**src/rtl/uart_tx_fifo_if.sv**
```systemverilog
// CPU-side register bus for the UART transmitter: chip select, write strobe,
// register select, write byte and the registered status word.
interface uart_tx_fifo_if;
  logic        cs;
  logic        we;
  logic        addr;
  logic [7:0]  wdata;
  logic [31:0] rdata;

  modport master (output cs, we, addr, wdata, input rdata);
  modport slave  (input cs, we, addr, wdata, output rdata);
endinterface

```
**src/rtl/uart_tx_fifo.sv**
```systemverilog
// 8N1 UART transmitter with a circular byte FIFO. DATA writes push bytes,
// CTRL bit0 clears the sticky overflow flag, and a registered status word
// exposes full / drained / overflow / count.
module uart_tx_fifo #(
  parameter int CLKDIV     = 16,
  parameter int DEPTH_LOG2 = 3
) (
  input  logic             clk,
  input  logic             reset,
  uart_tx_fifo_if.slave    bus,
  output logic             tx,
  output logic             busy
);

  localparam int DEPTH = 1 << DEPTH_LOG2;
  localparam logic [15:0]           TLOAD    = 16'(CLKDIV - 1);
  localparam logic [DEPTH_LOG2:0]   FULL_CNT = DEPTH[DEPTH_LOG2:0];
  localparam logic [DEPTH_LOG2:0]   CNT_ONE  = 1;
  localparam logic [DEPTH_LOG2-1:0] PTR_ONE  = 1;

  typedef enum logic [1:0] {S_IDLE, S_START, S_DATA, S_STOP} state_e;

  logic [7:0]            mem_q [DEPTH];
  logic [DEPTH_LOG2-1:0] wptr_q, wptr_d, rptr_q, rptr_d;
  logic [DEPTH_LOG2:0]   count_q, count_d;
  logic                  ovf_q, ovf_d;
  logic [31:0]           rdata_q, rdata_d;
  state_e                state_q, state_d;
  logic [15:0]           timer_q, timer_d;
  logic [2:0]            idx_q, idx_d;
  logic [7:0]            shift_q, shift_d;
  logic                  tx_q, tx_d;

  logic full, empty, wr_data, wr_ctrl, push, pop, bit_end;

  // Fullness/emptiness come from pre-edge count, so a push while full is
  // refused even if the transmitter pops on the same edge.
  assign full    = (count_q == FULL_CNT);
  assign empty   = (count_q == '0);
  assign wr_data = bus.cs & bus.we & ~bus.addr;
  assign wr_ctrl = bus.cs & bus.we &  bus.addr;
  assign push    = wr_data & ~full;
  assign bit_end = (timer_q == 16'd0);

  // FIFO pointers, occupancy and sticky overflow; a clear beats a same-edge overflow.
  always_comb begin
    wptr_d  = wptr_q;
    rptr_d  = rptr_q;
    count_d = count_q;
    ovf_d   = ovf_q;
    if (push) wptr_d = wptr_q + PTR_ONE;
    if (pop)  rptr_d = rptr_q + PTR_ONE;
    if (push && !pop)      count_d = count_q + CNT_ONE;
    else if (!push && pop) count_d = count_q - CNT_ONE;
    if (wr_data && full)             ovf_d = 1'b1;
    if (wr_ctrl && bus.wdata[0])     ovf_d = 1'b0;
  end

  // Transmitter next state: each bit lasts CLKDIV cycles via a down-counter;
  // the stop bit chains straight into the next start bit when data is queued.
  always_comb begin
    state_d = state_q;
    timer_d = timer_q;
    idx_d   = idx_q;
    shift_d = shift_q;
    tx_d    = tx_q;
    pop     = 1'b0;
    case (state_q)
      S_IDLE: begin
        tx_d = 1'b1;
        if (!empty) begin
          pop     = 1'b1;
          shift_d = mem_q[rptr_q];
          state_d = S_START;
          timer_d = TLOAD;
          tx_d    = 1'b0;
        end
      end
      S_START: begin
        if (bit_end) begin
          state_d = S_DATA;
          idx_d   = 3'd0;
          timer_d = TLOAD;
          tx_d    = shift_q[0];
        end else begin
          timer_d = timer_q - 16'd1;
        end
      end
      S_DATA: begin
        if (bit_end) begin
          timer_d = TLOAD;
          if (idx_q == 3'd7) begin
            state_d = S_STOP;
            tx_d    = 1'b1;
          end else begin
            shift_d = shift_q >> 1;
            idx_d   = idx_q + 3'd1;
            tx_d    = shift_q[1];
          end
        end else begin
          timer_d = timer_q - 16'd1;
        end
      end
      S_STOP: begin
        if (bit_end) begin
          if (!empty) begin
            pop     = 1'b1;
            shift_d = mem_q[rptr_q];
            state_d = S_START;
            timer_d = TLOAD;
            tx_d    = 1'b0;
          end else begin
            state_d = S_IDLE;
            tx_d    = 1'b1;
          end
        end else begin
          timer_d = timer_q - 16'd1;
        end
      end
      default: begin
        state_d = S_IDLE;
        tx_d    = 1'b1;
      end
    endcase
  end

  // Status word built from pre-edge state; it appears one cycle after the cause.
  always_comb begin
    rdata_d                   = '0;
    rdata_d[0]                = full;
    rdata_d[1]                = empty && (state_q == S_IDLE);
    rdata_d[2]                = ovf_q;
    rdata_d[3 +: DEPTH_LOG2+1] = count_q;
  end

  // FIFO storage; contents need no reset since the count gates every read.
  always_ff @(posedge clk) begin
    if (push) mem_q[wptr_q] <= bus.wdata;
  end

  // FIFO bookkeeping and status register.
  always_ff @(posedge clk) begin
    if (reset) begin
      wptr_q  <= '0;
      rptr_q  <= '0;
      count_q <= '0;
      ovf_q   <= 1'b0;
      rdata_q <= '0;
    end else begin
      wptr_q  <= wptr_d;
      rptr_q  <= rptr_d;
      count_q <= count_d;
      ovf_q   <= ovf_d;
      rdata_q <= rdata_d;
    end
  end

  // Transmitter FSM state and registered line output.
  always_ff @(posedge clk) begin
    if (reset) begin
      state_q <= S_IDLE;
      timer_q <= '0;
      idx_q   <= '0;
      shift_q <= '0;
      tx_q    <= 1'b1;
    end else begin
      state_q <= state_d;
      timer_q <= timer_d;
      idx_q   <= idx_d;
      shift_q <= shift_d;
      tx_q    <= tx_d;
    end
  end

  assign tx        = tx_q;
  assign busy      = !empty || (state_q != S_IDLE);
  assign bus.rdata = rdata_q;

endmodule

```
**src/flat_wrapper.sv**
```systemverilog
// flat-port wrapper written by rule: the top's interface ports become plain ports
module uart_tx_fifo_flat 
#(
  parameter int CLKDIV     = 16,
  parameter int DEPTH_LOG2 = 3
)
  (clk, reset, tx, busy, bus_cs, bus_we, bus_addr, bus_wdata, bus_rdata);
  uart_tx_fifo_if bus_i ();
  input  logic clk;
  input  logic reset;
  output logic tx;
  output logic busy;
  input wire logic [$bits(bus_i.cs)-1:0] bus_cs;
  input wire logic [$bits(bus_i.we)-1:0] bus_we;
  input wire logic [$bits(bus_i.addr)-1:0] bus_addr;
  input wire logic [$bits(bus_i.wdata)-1:0] bus_wdata;
  output wire logic [$bits(bus_i.rdata)-1:0] bus_rdata;
  assign bus_i.cs = bus_cs;
  assign bus_i.we = bus_we;
  assign bus_i.addr = bus_addr;
  assign bus_i.wdata = bus_wdata;
  assign bus_rdata = bus_i.rdata;
  uart_tx_fifo #(.CLKDIV(CLKDIV), .DEPTH_LOG2(DEPTH_LOG2)) u_core (.clk(clk), .reset(reset), .bus(bus_i), .tx(tx), .busy(busy));
endmodule
```
**config.mk**
```make
export PLATFORM = sky130hd
export DESIGN_NAME = uart_tx_fifo_flat
export DESIGN_NICKNAME = d
export VERILOG_FILES = /design/src/rtl/uart_tx_fifo_if.sv /design/src/rtl/uart_tx_fifo.sv /design/src/flat_wrapper.sv
export SDC_FILE = /design/constraint.sdc
export NUM_CORES = 1
export LEC_CHECK = 0
export CELL_PAD_IN_SITES_DETAIL_PLACEMENT = 1
export CELL_PAD_IN_SITES_GLOBAL_PLACEMENT = 2
export CORE_MARGIN = 10
export CORE_UTILIZATION = 42
export DETAILED_ROUTE_END_ITERATION = 8
export GPL_TIMING_DRIVEN = 0
export PLACE_DENSITY = 0.95
export SYNTH_ARGS = -nofsm -noshare
export SYNTH_HDL_FRONTEND = slang
export SYNTH_SLANG_ARGS = --single-unit
```
**constraint.sdc**
```tcl
create_clock -name clk -period 4.9 [get_ports clk]
set_clock_uncertainty 0.15 [all_clocks]
set_input_delay 1.225 -clock clk [delete_from_list [all_inputs] [get_ports clk]]
set_output_delay 1.225 -clock clk [all_outputs]
set_load 0.05 [all_outputs]
```
Yosys cells after proc, flatten, opt, wreduce, memory -nomap -nowiden
Memories as Yosys holds them, arrays and structs flattened. A register that Yosys moved wholly into a read port is not among the register bits. Index checks and enable logic that the tools add are counted.

Memory bits (writable): 64. Word-level logic and storage cells: 92. Register bits after elaboration: 73. Output and inout port bits: 34. Memories kept: 1.

Memories: u_core.mem_q (depth 8, width 8, read ports 1, clocked after memory_dff 1, write ports 1, RTL line uart_tx_fifo.sv:23) `logic [7:0] mem_q [DEPTH];`.

Bitwise gates (word level): 6. Reductions and logical operators: 22. Add/subtract/negate cells: 6. Mux-type cells: 35. Equality and inequality tests: 11.

Operator list (number): $mux 16 (3); $pmux 16 s3 (1); $mux 8 (4); $pmux 8 s3 (1); $logic_not 16->1 (1); $sub 16x1->16 const B (1); $mux 3 (5); $mux 1 (10); $mux 2 (5); $add 3x1->3 const B (3); $mux 4 (2); $ne 2x1->1 const B (4); $pmux 2 s4 (1); $reduce_and 4->1 (2); $pmux 3 s2 (1); $reduce_bool 2->1 (3); $logic_and 1x1->1 (5); $reduce_and 5->1 (1); $add 4x1->4 const B (1); $and 1x1->1 (4); $eq 2x2->1 const B (2); $eq 4x4->1 const B (1); $logic_not 4->1 (1); $ne 2x2->1 const B (2); 12 further kinds (16).

Logic depth before layout (Yosys ltp)
Gate-level depths: netlist of run 1.

Depth after elaboration: 7. Depth in mapped cells: 13. Gate-level depth less buffers: 13.

Worst setup path after synthesis of run 1
OpenSTA, ideal clock, no wires.

Kind: input to register. From: input port bus_addr. To: register u_core.count_q[3]. Required time: 4.691 ns. Library setup time: 0.059 ns. Arrival: 3.003 ns. Slack: 1.687 ns. Stages on the path: 9. Path through: nor3_2 > ha_1 > inv_1 > ha_1 > a21o_1 > a21oi_1 > xnor2_1 > or4_1 > nand2_1.

Word-level cells in the longest chain between the ends: 6.

RTL lines: start: declaration (RTL line flat_wrapper.sv:15) `input wire logic [$bits(bus_i.addr)-1:0] bus_addr;`; $not 1->1 * (RTL line uart_tx_fifo.sv:40) `assign wr_data = bus.cs & bus.we & ~bus.addr;`; $and 1x1->1 * (RTL line uart_tx_fifo.sv:40); $and 1x1->1 * (RTL line uart_tx_fifo.sv:42) `assign push = wr_data & ~full;`; $logic_not 1->1 (RTL line uart_tx_fifo.sv:54) `else if (!push && pop) count_d = count_q - CNT_ONE;`; $logic_and 1x1->1 (RTL line uart_tx_fifo.sv:54); $reduce_bool 2->1 (no source line); end signal: assignment (RTL line uart_tx_fifo.sv:152) `count_q <= count_d;`; end: declaration (RTL line uart_tx_fifo.sv:25) `logic [DEPTH_LOG2:0] count_q, count_d;`.

Mark *: on every way between the ends. The rest lies on a longest branch, timed or not. A chain may end at the register's enable or synchronous reset.

Worst setup path after layout of run 1
From: register u_core.count_q[0]. To: output port busy.

Word-level cells in the longest chain between the ends: 3.

RTL lines: $logic_not 4->1 (RTL line uart_tx_fifo.sv:39) `assign empty = (count_q == '0);`; $logic_not 1->1; $logic_or 1x1->1 (RTL line uart_tx_fifo.sv:176) `assign busy = !empty || (state_q != S_IDLE);`; end: declaration (RTL line flat_wrapper.sv:12) `output logic busy;`.

No other way between the ends.

==> reports/summary.md, run 1 <==
## Critical path
* 3520 ps — worst endpoint required time
* reg2out — type of the worst setup path
* 10 — critical path peak fanout
* 1 — sum of buffers and inverters on the critical path
* sky130_fd_sc_hd__clkdlybuf4s50_1 — slowest cell on the critical path
* flop — Critical Path Start Type
* 750 ps — delay of the slowest cell on the worst path
* 2380 ps — Data arrival, critical path
* nor4_4 > nand2_1 > clkdlybuf4s50_1 — ordered cell list for the critical path
* simple AND/OR/NAND/NOR gates — kind of cell adding the most delay to the critical path
* primary output — kind of end point of the critical path

## GRT
* 0 — Remaining Overflow, GRT
* 1 — number of antenna violations at the first check in global routing
* 22.3 mm — first-pass GRT wire length
* 16.2% — overall routing resource usage
* 4061 — vias in the first global route
* 27.6% — routing usage on met2
* 4.69% — global routing usage on met3
* 17 — largest net degree at the start of global routing
* met2 — global routing's busiest layer
* 18.6% — met1 routing resource usage after global routing

## Synth
* 0.00535 mm^2 — Mapped Area
* sky130_fd_sc_hd__edfxtp_1 (36%), sky130_fd_sc_hd__dfxtp_1 (19%), sky130_fd_sc_hd__mux4_2 (6.7%) — top cells by area, synth
* 11.9 um^2 — post-synthesis average cell area
* sky130_fd_sc_hd__edfxtp_1 — most used flip-flop cell after synthesis
* sky130_fd_sc_hd__edfxtp_1 (64), sky130_fd_sc_hd__dfxtp_1 (51), sky130_fd_sc_hd__nor2_1 (39) — synth cell count leaders
* sky130_fd_sc_hd__edfxtp_1 — cell taking the most area after synthesis
* 62 — synth unique cells
* 64 — number of enable flip-flop cells after synthesis
* 115 — flop and latch count out of synthesis
* sky130_fd_sc_hd__edfxtp_1 — count leader, synth
* 451 — number of standard cells after synthesis
* 35.9% — Synth top area share
* 55.0% — sequential cell area fraction in the yosys report
* 0% — Post-synth ARST share
* 0 — Syn. warnings

## Floorplanning
* 0.0126 mm^2 — area inside the core boundary
* 42.6% — effective utilization at floorplan
* 0.0176 mm^2 — total die area
* 41 — cell row count
* 133 um — die height
* 47 — io pins
* 133 um — horizontal die dimension

## STA
* 3760 ps — min cycle time layout
* no — setup repair after global routing missed its margin
* 76.7% — period utilisation layout
* 0 — number of failing setup endpoints in the final timing report
* 0 — final number of max-transition violations
* 1140 ps — slack of the critical path
* 36.8% — headroom to the max-slew limit
* 943 ps — transition time at the pin with the least slew margin
* 0 ps — final setup TNS
* 0 — Final Hold Vio Count
* 266 MHz — highest achievable clock rate

## CTS
* 115 — clock sink count
* 17 — Inserted Clock Buffers
* 60 ps — clock edge transition at the registers on the reported setup and hold paths
* 4 — H-tree depth
* yes — CTS tree
* 2 — Max Root-Sink Buffers
* 0 — buffer count from post-CTS setup fixing
* 0 — Hold-fix buffers, CTS
* 0 — number of gates resized after cts
* 420 ps — clock latency reported for the late side of the worst-skew pair
* sky130_fd_sc_hd__clkbuf_16 — Clk Tree Root Cell

## Placement
* 21 — port bufs
* 9.36 mm — HPWL after DPL
* 0.821 — last weighted congestion value of the routability-driven placer
* 708 ps — Post-Place Setup Slack
* 668 — placed insts

## Final layout
* 542 — final net count
* 0 — number of diodes
* 51.4% — core occupancy in the finished layout
* 18.9% — fraction of layout cells with a size suffix above 1
* 20.7% — synthesis-to-finish area growth
* 700 — filler-free cell count of the finished design

## Drt
* 5 — number of detailed-routing iterations run before antenna repair
* 0 — remaining number of nets flagged by the antenna check after routing
* 0 — DRC violations left
* 301 — detailed router's first-iteration violation count
* 3840 — vias after detailed routing
* 13.9 mm — Detailed Route WL
* 5.49 — vias per std cell
* 19.9 um — WL per Instance

## Run status
* completed — outcome

## Power
* 3.87 mW — post-route total power
* 312 uV — peak supply drop
* 600 mW/mm^2 — power per cell area
* 2.32 nW — leakage power total

## Flow run
* 0 — number of violations of the max-capacitance limit

## Min path
* reg2reg — path type of the worst min-delay path

tightest hold or removal path, stage by stage, from the launching register on:
cell	delay [ps]
sky130_fd_sc_hd__dfxtp_1	310
sky130_fd_sc_hd__o21ai_0	70
sky130_fd_sc_hd__a21oi_1	60
metal layers:
| layer | wire length (um) | vias up | share of wire, % |
|---|---|---|---|
| li1 | - | 1769 | - |
| met1 | 5810 | 1940 | 42 |
| met2 | 7180 | 103 | 52 |
| met3 | 602 | 28 | 4.3 |
| met4 | 319 | 0 | 2.3 |
| met5 | 0 | - | 0 |
per-stage QoR:
stage / hold WS [ps] / instance area, um^2
3_3_place_gp: 313 / 5860
4_1_cts: 341 / 6450
5_1_grt: 361 / 6460
2_1_floorplan: 303 / 5440
6_report: 336 / 6460
3_5_place_dp: 331 / 5860
layout by cell type, fill, tap and decap left out, types with 13 or more instances in the layout:
| master | n |
|---|---|
| sky130_fd_sc_hd__edfxtp_1 | 64 |
| sky130_fd_sc_hd__dfxtp_1 | 51 |
| sky130_fd_sc_hd__nor2_1 | 39 |
| sky130_fd_sc_hd__a21oi_1 | 36 |
| sky130_fd_sc_hd__o21ai_0 | 29 |
| sky130_fd_sc_hd__buf_4 | 26 |
| sky130_fd_sc_hd__conb_1 | 25 |
| sky130_fd_sc_hd__clkdlybuf4s50_1 | 21 |
| sky130_fd_sc_hd__nand2_1 | 20 |
| sky130_fd_sc_hd__clkbuf_16 | 17 |
| sky130_fd_sc_hd__mux4_2 | 16 |
| sky130_fd_sc_hd__mux2i_1 | 14 |
| sky130_fd_sc_hd__ha_1 | 13 |
worst paths after layout:
check | slack, ps | depth (start not counted) | start | endpoint
hold / removal | 340 | 2 | u_core.idx_q[2]$_SDFFE_PP0P_ | u_core.idx_q[2]$_SDFFE_PP0P_
setup / recovery | 1140 | 3 | u_core.count_q[0]$_SDFFE_PP0P_ | busy
setup reg to reg | 1270 | 13 | u_core.timer_q[0]$_SDFF_PP0_ | u_core.count_q[3]$_SDFFE_PP0P_
hold reg to reg | 340 | 2 | u_core.idx_q[2]$_SDFFE_PP0P_ | u_core.idx_q[2]$_SDFFE_PP0P_
sequential cells by signal, indices dropped and copies added (netlist names), named ones only:
register          cells
u_core.tx             1
u_core.state_q        2
u_core.ovf_q          1
u_core.mem_q         64
u_core.timer_q       16
u_core.idx_q          3
u_core.wptr_q         3
u_core.rptr_q         3
u_core.count_q        4
u_core.bus.rdata      7
u_core.shift_q        8
power by group:
group / total (mW) / internal [mW] / leakage, nW / switching [mW]
registers: 1.22 / 1.12 / 0.992 / 0.0941
logic: 1.44 / 0.532 / 1.04 / 0.907
clock network: 1.22 / 0.754 / 0.285 / 0.464
kinds of logic after synthesis:
family | Yosys count | synth area share, %
flops | 115 | 55.0
other cells | 1 | 0.0701
fa+ha+maj | 14 | 3.42
compound gates | 97 | 11.0
mux | 31 | 9.57
simple gates | 135 | 14.0
xor+xnor | 7 | 1.15
buf+inv | 51 | 5.80
area by class of cell:
type / count / area [um^2]
plain buffers: 44 / 284
clock buffers: 18 / 429
clock inverters: 14 / 154
fillers: 1336 / 6110
inverters: 7 / 26.3
multi-input cells: 309 / 2200
flip-flops and latches: 115 / 2940
well taps: 172 / 215
repair buffers: 21 / 210
Note: power is estimated with default switching activity, not from simulation.
==> run 2, diff against run 1 <==
- CORE_UTILIZATION: 42 -> 35
- PLACE_DENSITY: 0.95 -> 0.87
- clock period: 4.9 -> 3.45 ns (I/O delays scaled with it)
==> reports/summary.md, run 2 (synthesized netlist as in run 1, its figures left out) <==
## Power
* 2.31 nW — leakage power total, -0.34%
* 5.43 mW — post-route total power, +40%
* 363 uV — peak supply drop, +16%
* 837 mW/mm^2 — power per cell area, +40%

## Critical path
* flop — kind of end point of the critical path
* u_core.count_q[3]$_SDFFE_PP0P_ — endpoint of the lowest-slack register-to-register path
* u_core.timer_q[0]$_SDFF_PP0_ — Crit Reg-Reg Startpoint
* 200 ps — reg-to-reg setup timing slack, -1070 ps
* 13 — CP Depth, +10
* sky130_fd_sc_hd__ha_1 — most used cell along the critical path
* 7 — critical path peak fanout, -3
* simple AND/OR/NAND/NOR gates — kind of cell adding the most delay to the critical path
* 13 — cell count of the worst reg-to-reg path, unchanged
* sky130_fd_sc_hd__or4_1 — slowest cell on the critical path
* 2 — sum of buffers and inverters on the critical path, +1
* 3660 ps — worst endpoint required time, +140 ps
* reg2reg — type of the worst setup path
* flop — Critical Path Start Type
* 400 ps — delay of the slowest cell on the worst path, -350 ps
* inv_1 > ha_1 > nor3b_4 > and4_2 > a22oi_2 > ha_1 > inv_1 > ha_1 > a21o_1 > a21oi_1 > xnor2_1 > or4_1 > nand2_1 — ordered cell list for the critical path
* 3460 ps — Data arrival, critical path, +1080 ps

## Final layout
* sky130_fd_sc_hd__edfxtp_1 (64), sky130_fd_sc_hd__dfxtp_1 (51), sky130_fd_sc_hd__nor2_1 (39), sky130_fd_sc_hd__a21oi_1 (36), sky130_fd_sc_hd__buf_4 (30) — most used cells in the layout excluding fill and tap cells
* 64 — max FFs per register, unchanged
* 0.00221 mm^2 — area of the multi-input gates, +0.57%
* u_core.mem_q (64), u_core.timer_q (16), u_core.shift_q (8) — registers with the highest flip-flop counts
* 0 — number of diodes, unchanged
* 721 — filler-free cell count of the finished design, +3.0%
* sky130_fd_sc_hd__edfxtp_1 — commonest non-fill, non-tap cell in the layout
* 21.3% — synthesis-to-finish area growth
* 547 — final net count, +0.92%
* 1641 — fill cell count, +23%
* 19.9% — fraction of layout cells with a size suffix above 1, +0.95 points
* u_core.mem_q — largest register by flop count
* 0.00294 mm^2 — area taken by flip-flops and latches, unchanged
* 0.00649 mm^2 — Final Cell Area, +0.48%

## Drt
* 5.17 — vias per std cell, -5.7%
* 18.8 um — WL per Instance, -5.2%
* 0 — remaining number of nets flagged by the antenna check after routing, unchanged
* 4 — number of detailed-routing iterations run before antenna repair, -1
* 13.6 mm — Detailed Route WL, -2.4%
* 218 — detailed router's first-iteration violation count, -28%
* 0 — DRC violations left, unchanged
* 3730 — vias after detailed routing, -2.9%

## GRT
* 23.6% — routing usage on met2, -4.0 points
* 0 — Remaining Overflow, GRT, unchanged
* met2 — global routing's busiest layer
* 17 — largest net degree at the start of global routing, unchanged
* 13.8% — overall routing resource usage, -2.4 points
* 16.0% — met1 routing resource usage after global routing, -2.6 points
* 21.7 mm — first-pass GRT wire length, -3.0%
* 0 — number of antenna violations at the first check in global routing, -1
* 3944 — vias in the first global route, -2.9%
* 4.09% — global routing usage on met3, -0.60 points

## STA
* 3250 ps — min cycle time layout
* 0 — Final Hold Vio Count, unchanged
* 965 ps — transition time at the pin with the least slew margin, +21.9 ps
* 203 ps — slack of the critical path, -938 ps
* 0 ps — final setup TNS, unchanged
* 94.1% — period utilisation layout
* 308 MHz — highest achievable clock rate
* no — setup repair after global routing missed its margin
* 0 — number of failing setup endpoints in the final timing report, unchanged
* 0 — final number of max-transition violations, unchanged
* 35.5% — headroom to the max-slew limit, -1.4 points

## CTS
* 17 — Inserted Clock Buffers, unchanged
* sky130_fd_sc_hd__clkbuf_16 — Clk Tree Root Cell
* 115 — clock sink count, unchanged
* 50 ps — clock edge transition at the registers on the reported setup and hold paths, about the same
* 420 ps — clock latency reported for the late side of the worst-skew pair, about the same
* yes — CTS tree
* 4 — H-tree depth, unchanged
* 2 — Max Root-Sink Buffers, unchanged

## Placement
* 21 — port bufs, unchanged
* 0.00589 mm^2 — cell area after placement, +0.43%
* 685 — placed insts, +2.5%
* 9.74 mm — HPWL after DPL, +4.0%
* -359 ps — Post-Place Setup Slack, -1070 ps
* 0.818 — last weighted congestion value of the routability-driven placer, -0.38%

## Floorplanning
* 144 um — horizontal die dimension, +8.1%
* 47 — io pins, unchanged
* 45 — cell row count, +9.8%
* 0.0206 mm^2 — total die area, +17%
* 144 um — die height, +8.1%
* 35.4% — effective utilization at floorplan, -7.1 points
* 0.0151 mm^2 — area inside the core boundary, +20%

## Run status
* completed — outcome

## Min path
* 2 — number of stages on the worst hold path, unchanged
* u_core.shift_q[4]$_SDFFE_PP0P_ — hold worst-path end
* u_core.shift_q[4]$_SDFFE_PP0P_ — hold_sp
* reg2reg — path type of the worst min-delay path

## Flow run
* 0 — number of violations of the max-capacitance limit, unchanged

## run 2: metal layers
metal	vias up	routed length (um)
li1	1771	-
met2	78	7000
met4	0	182
met5	-	0
met1	1868	5780
met3	13	620
## run 2: worst max path at each step
stage	slack, ps	to	start
4_1_cts	40	busy	u_core.count_q[0]$_SDFFE_PP0P_
3_3_place_gp	-240	u_core.mem_q[4][5]$_DFFE_PP_	bus_cs
5_1_grt	20	u_core.count_q[3]$_SDFFE_PP0P_	u_core.timer_q[0]$_SDFF_PP0_
6_report	200	u_core.count_q[3]$_SDFFE_PP0P_	u_core.timer_q[0]$_SDFF_PP0_
2_1_floorplan	450	u_core.count_q[3]$_SDFFE_PP0P_	u_core.timer_q[0]$_SDFF_PP0_
3_5_place_dp	-360	u_core.mem_q[0][5]$_DFFE_PP_	bus_cs
## run 2: area by class of cell
class / count / share of cell area (%)
clock buffers: 19 / 6.67
flip-flops and latches: 115 / 45.4
well taps: 188 / 3.63
repair buffers: 26 / 3.78
plain buffers: 44 / 4.38
multi-input cells: 309 / 34.0
clock inverters: 13 / 1.75
inverters: 7 / 0.405
## run 2: per-stage QoR
| stage | util [%] | hold slack [ps] |
|---|---|---|
| 2_1_floorplan | - | 303 |
| 3_3_place_gp | 39.0 | 310 |
| 3_5_place_dp | 39.0 | 325 |
| 4_1_cts | 42.7 | 332 |
| 5_1_grt | 43.0 | 358 |
| 6_report | 43.0 | 335 |
## run 2: worst reg2reg max path: stages (launching register included)
cell and delay (ps):
sky130_fd_sc_hd__dfxtp_1 390, sky130_fd_sc_hd__inv_1 90, sky130_fd_sc_hd__ha_1 240, sky130_fd_sc_hd__nor3b_4 190, sky130_fd_sc_hd__and4_2 280, sky130_fd_sc_hd__a22oi_2 270, sky130_fd_sc_hd__ha_1 250, sky130_fd_sc_hd__inv_1 100
sky130_fd_sc_hd__ha_1 290, sky130_fd_sc_hd__a21o_1 180, sky130_fd_sc_hd__a21oi_1 190, sky130_fd_sc_hd__xnor2_1 110, sky130_fd_sc_hd__or4_1 400, sky130_fd_sc_hd__nand2_1 80
## run 2: power breakdown
part	leakage, nW	internal, mW	switching [mW]	total (mW)
clock	0.255	0.984	0.642	1.63
sequential	0.992	1.60	0.135	1.73
combinational	1.06	0.803	1.27	2.07
## run 2: timing repair
item | CTS | global route
pin swaps | 0 | 2
hold buffers | 0 | 0
endpoints found under the hold margin | 0 | 0
setup endpoints to repair | 1 | 2
buffers inserted | 0 | 4
gates resized for setup | 1 | 2
==> run 3, diff against run 2 <==
--- a/constraint.sdc
+++ b/constraint.sdc
@@ -3,3 +3,3 @@
 set_input_delay 0.8625 -clock clk [delete_from_list [all_inputs] [get_ports clk]]
 set_output_delay 0.8625 -clock clk [all_outputs]
-set_load 0.05 [all_outputs]
+set_load 0.02 [all_outputs]
==> results of run 3 <==
The final DEF is identical to that of run 2. Status: completed.
Among the figures that moved: total power 5.43 mW -> 5.33 mW
==> variant 1: new RTL, config.mk and constraints of run 1 <==
Make the reset (`reset`) asynchronous in 2 clocked blocks.
--- a/src/rtl/uart_tx_fifo.sv
+++ b/src/rtl/uart_tx_fifo.sv
@@ -141,3 +141,3 @@
   // FIFO bookkeeping and status register.
-  always_ff @(posedge clk) begin
+  always_ff @(posedge clk or posedge reset) begin
     if (reset) begin
@@ -158,3 +158,3 @@
   // Transmitter FSM state and registered line output.
-  always_ff @(posedge clk) begin
+  always_ff @(posedge clk or posedge reset) begin
     if (reset) begin
Function: differs if reset is asserted again (counterexample within 4 cycles, from zero or initial values and one cycle with reset high); with reset held inactive, the same outputs for 10 cycles.
==> variant 1 against run 1 <==
Utilization down 1.2 points; cell count down 13%; synthesized cell count down 16%; routed wire length down 17%; fmax down 11%; setup slack worse by 0.45 ns; synthesized area down 2.9%; total power up 0.25%; cell area down 6.2%; sequential share of layout area up 6.0 points; sequential cell count down 3; combinational power up 20%; count of clock-buffer cells in the layout down 9.
==> variant 1: results (changes against run 1) <==
- Status: finished, final reports clean
- IO Port Bufs: 21 (unchanged)
- WP data arrival: 2.84 ns (+0.46 ns)
- Routability Congestion: 0.7857 (-4.3%)
- Net count, final: 464 (-14%)
- Vias in the first global route: 3538 (-13%)
- Unique masters post-synth: 59 (-4.8%)
- Yosys reg bits: 112 (-2.6%)
- Max transition margin: 24.98% (-12 points)
- CP max stage delay: 0.97 ns (+0.22 ns)
- ANT cells: 0 (unchanged)
- TritonCTS buffer count: 9 (-8)
- Async SR Flop Fraction: 42.86% (+43 points)
- Max-slew violations: 0 (unchanged)
- Postcts setup bufs: 0 (unchanged)
- HPWL after detailed placement: 8.282 mm (-12%)
- Psw: 1.559 mW (+6.4%)
- Maximum VDD drop: 413.9 uV (+33%)
- Pin count of the biggest net entering global routing: 36 (+19)
- Class of the worst hold path: flip-flop to flip-flop
- Final core utilization: 50.23% (-1.2 points)
- Reg clk slew, reported paths: 0.08 ns (+0.02 ns)
- GRT Total Usage: 13.87% (-2.3 points)
- Initial DRT Pass Iterations: 4 (-1)
- 1st-iter DRT viols: 134 (-55%)
- Ranking of synthesized cells by area: edfxtp_1 37%, dfrtp_1 23%, mux4_2 6.9%
- Clk buf depth: 2 (unchanged)
- Clk_lat worst skew: 0.37 ns (-0.05 ns)
- Share of cells above drive strength 1: 20.14% (+1.2 points)
- Post-synth EDFFs: 64 (unchanged)
- FILL cells: 1223 (-8.5%)
- H-Tree Depth: 3 (-1)
- Pleak: 2.334 nW (+0.70%)
- Initial antenna violation count: 0 (-1)
- Slowest cell on the critical path: nor4_1
- Cell Area, Placed: 5734 um^2 (-2.2%)
- Routed len/inst: 18.95 um (-4.7%)
- CP max FO: 7 (-3)
- Synth top cells by count: 64 x edfxtp_1, 47 x dfrtp_1, 25 x buf_4
- Final Hold Fails: 0 (unchanged)
- Seq/Total Area, Yosys: 60.15% (+5.1 points)
- Yosys warnings: 0 (unchanged)
- First-pass GRT wire length: 19.04 mm (-15%)
- CTS root buf: clkbuf_16
- Biggest registers after layout: u_core.mem_q x64, u_core.timer_q x16, u_core.shift_q x8
- Resized Gates After CTS: 0 (unchanged)
- Via count: 3216 (-16%)
==> variant 1: cell types whose count changed after synthesis, moves of 10 or more <==
cell and delta:
a21oi_1 -21, dfrtp_1 +47, dfxtp_1 -51, mux2i_1 -10
nor2_1 -18, o21ai_0 -13
==> variant 1: final cells by class <==
class / count / share of cell area (%)
buffer: 37 / 3.903
clock buffer: 9 / 3.717
tap: 168 / 3.470
sequential: 112 / 51.57
multi-input combinational: 241 / 31.04
clock inverter: 7 / 1.632
timing repair buffer: 22 / 3.800
inverter: 14 / 0.8674
==> variant 1: kinds of logic after synthesis <==
| logic type | Yosys count | synth area share [%] |
|---|---|---|
| compound gates | 78 | 10.77 |
| xor+xnor | 8 | 1.349 |
| fa+ha+maj | 14 | 3.517 |
| simple gates | 87 | 8.914 |
| buf+inv | 51 | 5.565 |
| other cells | 1 | 0.07220 |
| flops | 112 | 60.15 |
| mux | 29 | 9.660 |
==> variant 1: worst max-delay path, delay by kind of cell (launching register included) <==
family	cells	cell delay [ns]
buffers and inverters	1	0.77
AND/OR/NAND/NOR	2	1.22
flip-flops	1	0.47
==> variant 1: final timing paths <==
path / endpoint / from / depth (start not counted) / slack (ns)
worst min register to register: u_core.bus.rdata[2] / u_core.ovf_q / 0 / 0.26
max in group asynchronous: u_core.tx / reset / 3 / 3.06
worst min-delay path: u_core.bus.rdata[2] / u_core.ovf_q / 0 / 0.26
worst max-delay path: busy / u_core.count_q[0] / 3 / 0.69
min in group asynchronous: u_core.count_q[2] / reset / 2 / 0.97
worst max register to register: u_core.count_q[3] / u_core.timer_q[3] / 13 / 1.33
==> variant 1: routing by layer <==
metal  wire (um)  GRT usage [%]  vias to the layer above
met5           0              0                        -
met4         180          5.000                        0
met3         579          3.925                       13
met2        6156          24.86                       70
met1        4641          15.24                     1631
li1            -              -                     1502
==> variant 1: power groups by stage <==
stage	sequential, mW	clock (mW)	combinational, mW
after floorplan	1.43	0	1.22
after global placement	1.37	0	1.63
after detailed placement	1.39	0	1.72
after CTS	1.37	0.798	1.74
after global routing	1.40	0.835	1.89
final	1.37	0.786	1.73
==> variant 1: metrics by stage <==
| stage | total power [mW] | cells | hold slack (ns) | worst slack (ns) |
|---|---|---|---|---|
| 2_1_floorplan | 2.655 | 404 | 0.2242 | 1.674 |
| 3_3_place_gp | 3.002 | 593 | 0.2392 | 0.6067 |
| 3_5_place_dp | 3.112 | 594 | 0.2509 | 0.8466 |
| 4_1_cts | 3.912 | 610 | 0.2674 | 0.6153 |
| 5_1_grt | 4.133 | 610 | 0.3014 | 0.5004 |
| 6_report | 3.883 | 610 | 0.2644 | 0.6860 |
==> variant 2: new RTL, config.mk and constraints of run 1 <==
Without the edit above. `DEPTH_LOG2` is set to 3 in 2 places; all go to 2.
--- a/src/rtl/uart_tx_fifo.sv
+++ b/src/rtl/uart_tx_fifo.sv
@@ -5,3 +5,3 @@
   parameter int CLKDIV     = 16,
-  parameter int DEPTH_LOG2 = 3
+  parameter int DEPTH_LOG2 = 2
 ) (
--- a/src/flat_wrapper.sv
+++ b/src/flat_wrapper.sv
@@ -4,3 +4,3 @@
   parameter int CLKDIV     = 16,
-  parameter int DEPTH_LOG2 = 3
+  parameter int DEPTH_LOG2 = 2
 )
Formal check against the unedited RTL: not equivalent (a bounded check fails within 10 cycles, from zero or initial values and one cycle with reset high).
==> variant 2 against run 1 <==
Synthesized area shrank 29%; setup slack lost 0.021 ns; global-route usage shrank 2.4 points; sequential cell count shrank 37; combinational power shrank 13%; routed wire length shrank 37%; non-clock buffer count shrank 8; sequential share of layout area shrank 2.6 points; clock power shrank 63%; first-iteration DRC count shrank 50%; synthesized cell count shrank 22%; total power shrank 34%; cell area shrank 32%.
==> variant 2: results (changes against run 1) <==
- Status: finished, final reports clean
- Routability Congestion: 0.7951 (-3.2%)
- Maximum VDD drop: 238.3 uV (-24%)
- GRT Total Usage: 13.77% (-2.4 points)
- Seq/Total Area, Yosys: 49.90% (-5.1 points)
- Cell Area, Placed: 4190 um^2 (-29%)
- HPWL after detailed placement: 6.649 mm (-29%)
- Biggest registers after layout: u_core.mem_q x32, u_core.timer_q x16, u_core.shift_q x8
- Synth top cells by count: 46 x dfxtp_1, 32 x edfxtp_1, 26 x buf_4, 26 x nor2_1, 24 x a21oi_1
- FILL cells: 976 (-27%)
- Pleak: 1.621 nW (-30%)
- Vias in the first global route: 2988 (-26%)
- WL final: 8.816 mm (-37%)
- Unique masters post-synth: 54 (-13%)
- Worst-Margin Slew: 1.120 ns (+0.1773 ns)
- CP max stage delay: 0.77 ns (+0.02 ns)
- Ranking of synthesized cells by area: edfxtp_1 25%, dfxtp_1 24%, buf_4 5.2%
- Share of cells above drive strength 1: 15.61% (-3.3 points)
- TritonCTS buffer count: 9 (-8)
- Placement Setup Slack: 0.8487 ns (+0.1409 ns)
- H-Tree Depth: 3 (-1)
- Net count, final: 432 (-20%)
- IO Port Bufs: 19 (-9.5%)
- WP data arrival: 2.41 ns (+0.03 ns)
- CP max FO: 7 (-3)
- Clk_lat worst skew: 0.36 ns (-0.06 ns)
- Initial DRT Pass Iterations: 5 (unchanged)
- Postcts setup bufs: 0 (unchanged)
- Reg clk slew, reported paths: 0.09 ns (+0.03 ns)
- Class of the worst hold path: flip-flop to flip-flop
- CTS root buf: clkbuf_8
- Via density: 5.365 (-2.2%)
==> variant 2: cell types whose count changed in the layout (fill, tap and decap cells not counted), moves of 5 or more <==
cell,delta
edfxtp_1,-32
clkbuf_16,-17
o21ai_0,-17
nor2_1,-13
a21oi_1,-12
clkbuf_8,+9
mux4_2,-8
a311oi_1,+6
inv_1,+6
nand3_1,-6
and2_1,+5
dfxtp_1,-5
mux2i_1,-5
==> variant 2: path summary, 6_finish.rpt <==
path	from	end	slack, ns	depth (start not counted)
setup reg to reg	u_core.timer_q[0]	u_core.count_q[2]	1.77	12
hold reg to reg	u_core.idx_q[2]	u_core.idx_q[2]	0.32	2
setup / recovery	u_core.count_q[0]	busy	1.12	3
hold / removal	u_core.idx_q[2]	u_core.idx_q[2]	0.32	2
==> variant 2: cell families (layout without fill, tap and decap cells) <==
family,count (synthesis),in the layout,share of synthesized area (%)
AND/OR/NAND/NOR,114,114,16.52
XOR/XNOR,3,3,0.6969
adder cells (fa/ha/maj),14,14,4.844
AO/OA/AOI/OAI,72,72,12.87
flip-flops,78,78,49.90
multiplexers,17,17,7.167
other,1,26,0.09944
buffers and inverters,51,86,7.896
==> variant 2: cell type report <==
type                    instances  area, um^2  area share [%]
inverters                      13       48.80           1.114
clock inverters                 7       65.06           1.486
clock buffers                   9       123.9           2.829
multi-input cells             246        1685           38.49
well taps                     108       135.1           3.086
repair buffers                 19       190.2           4.343
flip-flops and latches         78        1882           42.97
plain buffers                  38       249.0           5.686
==> variant 2: per-layer routing <==
layer | routed length [um] | vias up | track usage (%)
li1 | - | 1356 | -
met1 | 3864 | 1381 | 15.57
met2 | 4586 | 33 | 24.54
met3 | 260 | 9 | 3.333
met4 | 104 | 0 | 5.116
met5 | 0 | - | 0
==> variant 2: worst register-to-register path: cells and delay by family, from the launching register on <==
family          cells  cell delay, ns
compound gates      2            0.35
xor+xnor            1            0.08
buf+inv             2            0.14
flops               1            0.36
fa+ha+maj           3            0.61
simple gates        4            1.39
==> variant 2: where the power goes <==
group	switching [mW]	internal [mW]
clock network	0.262	0.193
logic	0.814	0.451
registers	0.0806	0.766
==> variant 2: through the flow <==
| stage | instances | util, % |
|---|---|---|
| 5_1_grt | 518 | 50.22 |
| 6_report | 518 | 50.22 |
| 3_3_place_gp | 502 | 48.05 |
| 4_1_cts | 518 | 50.22 |
| 3_5_place_dp | 502 | 48.05 |
| 2_1_floorplan | 375 | - |
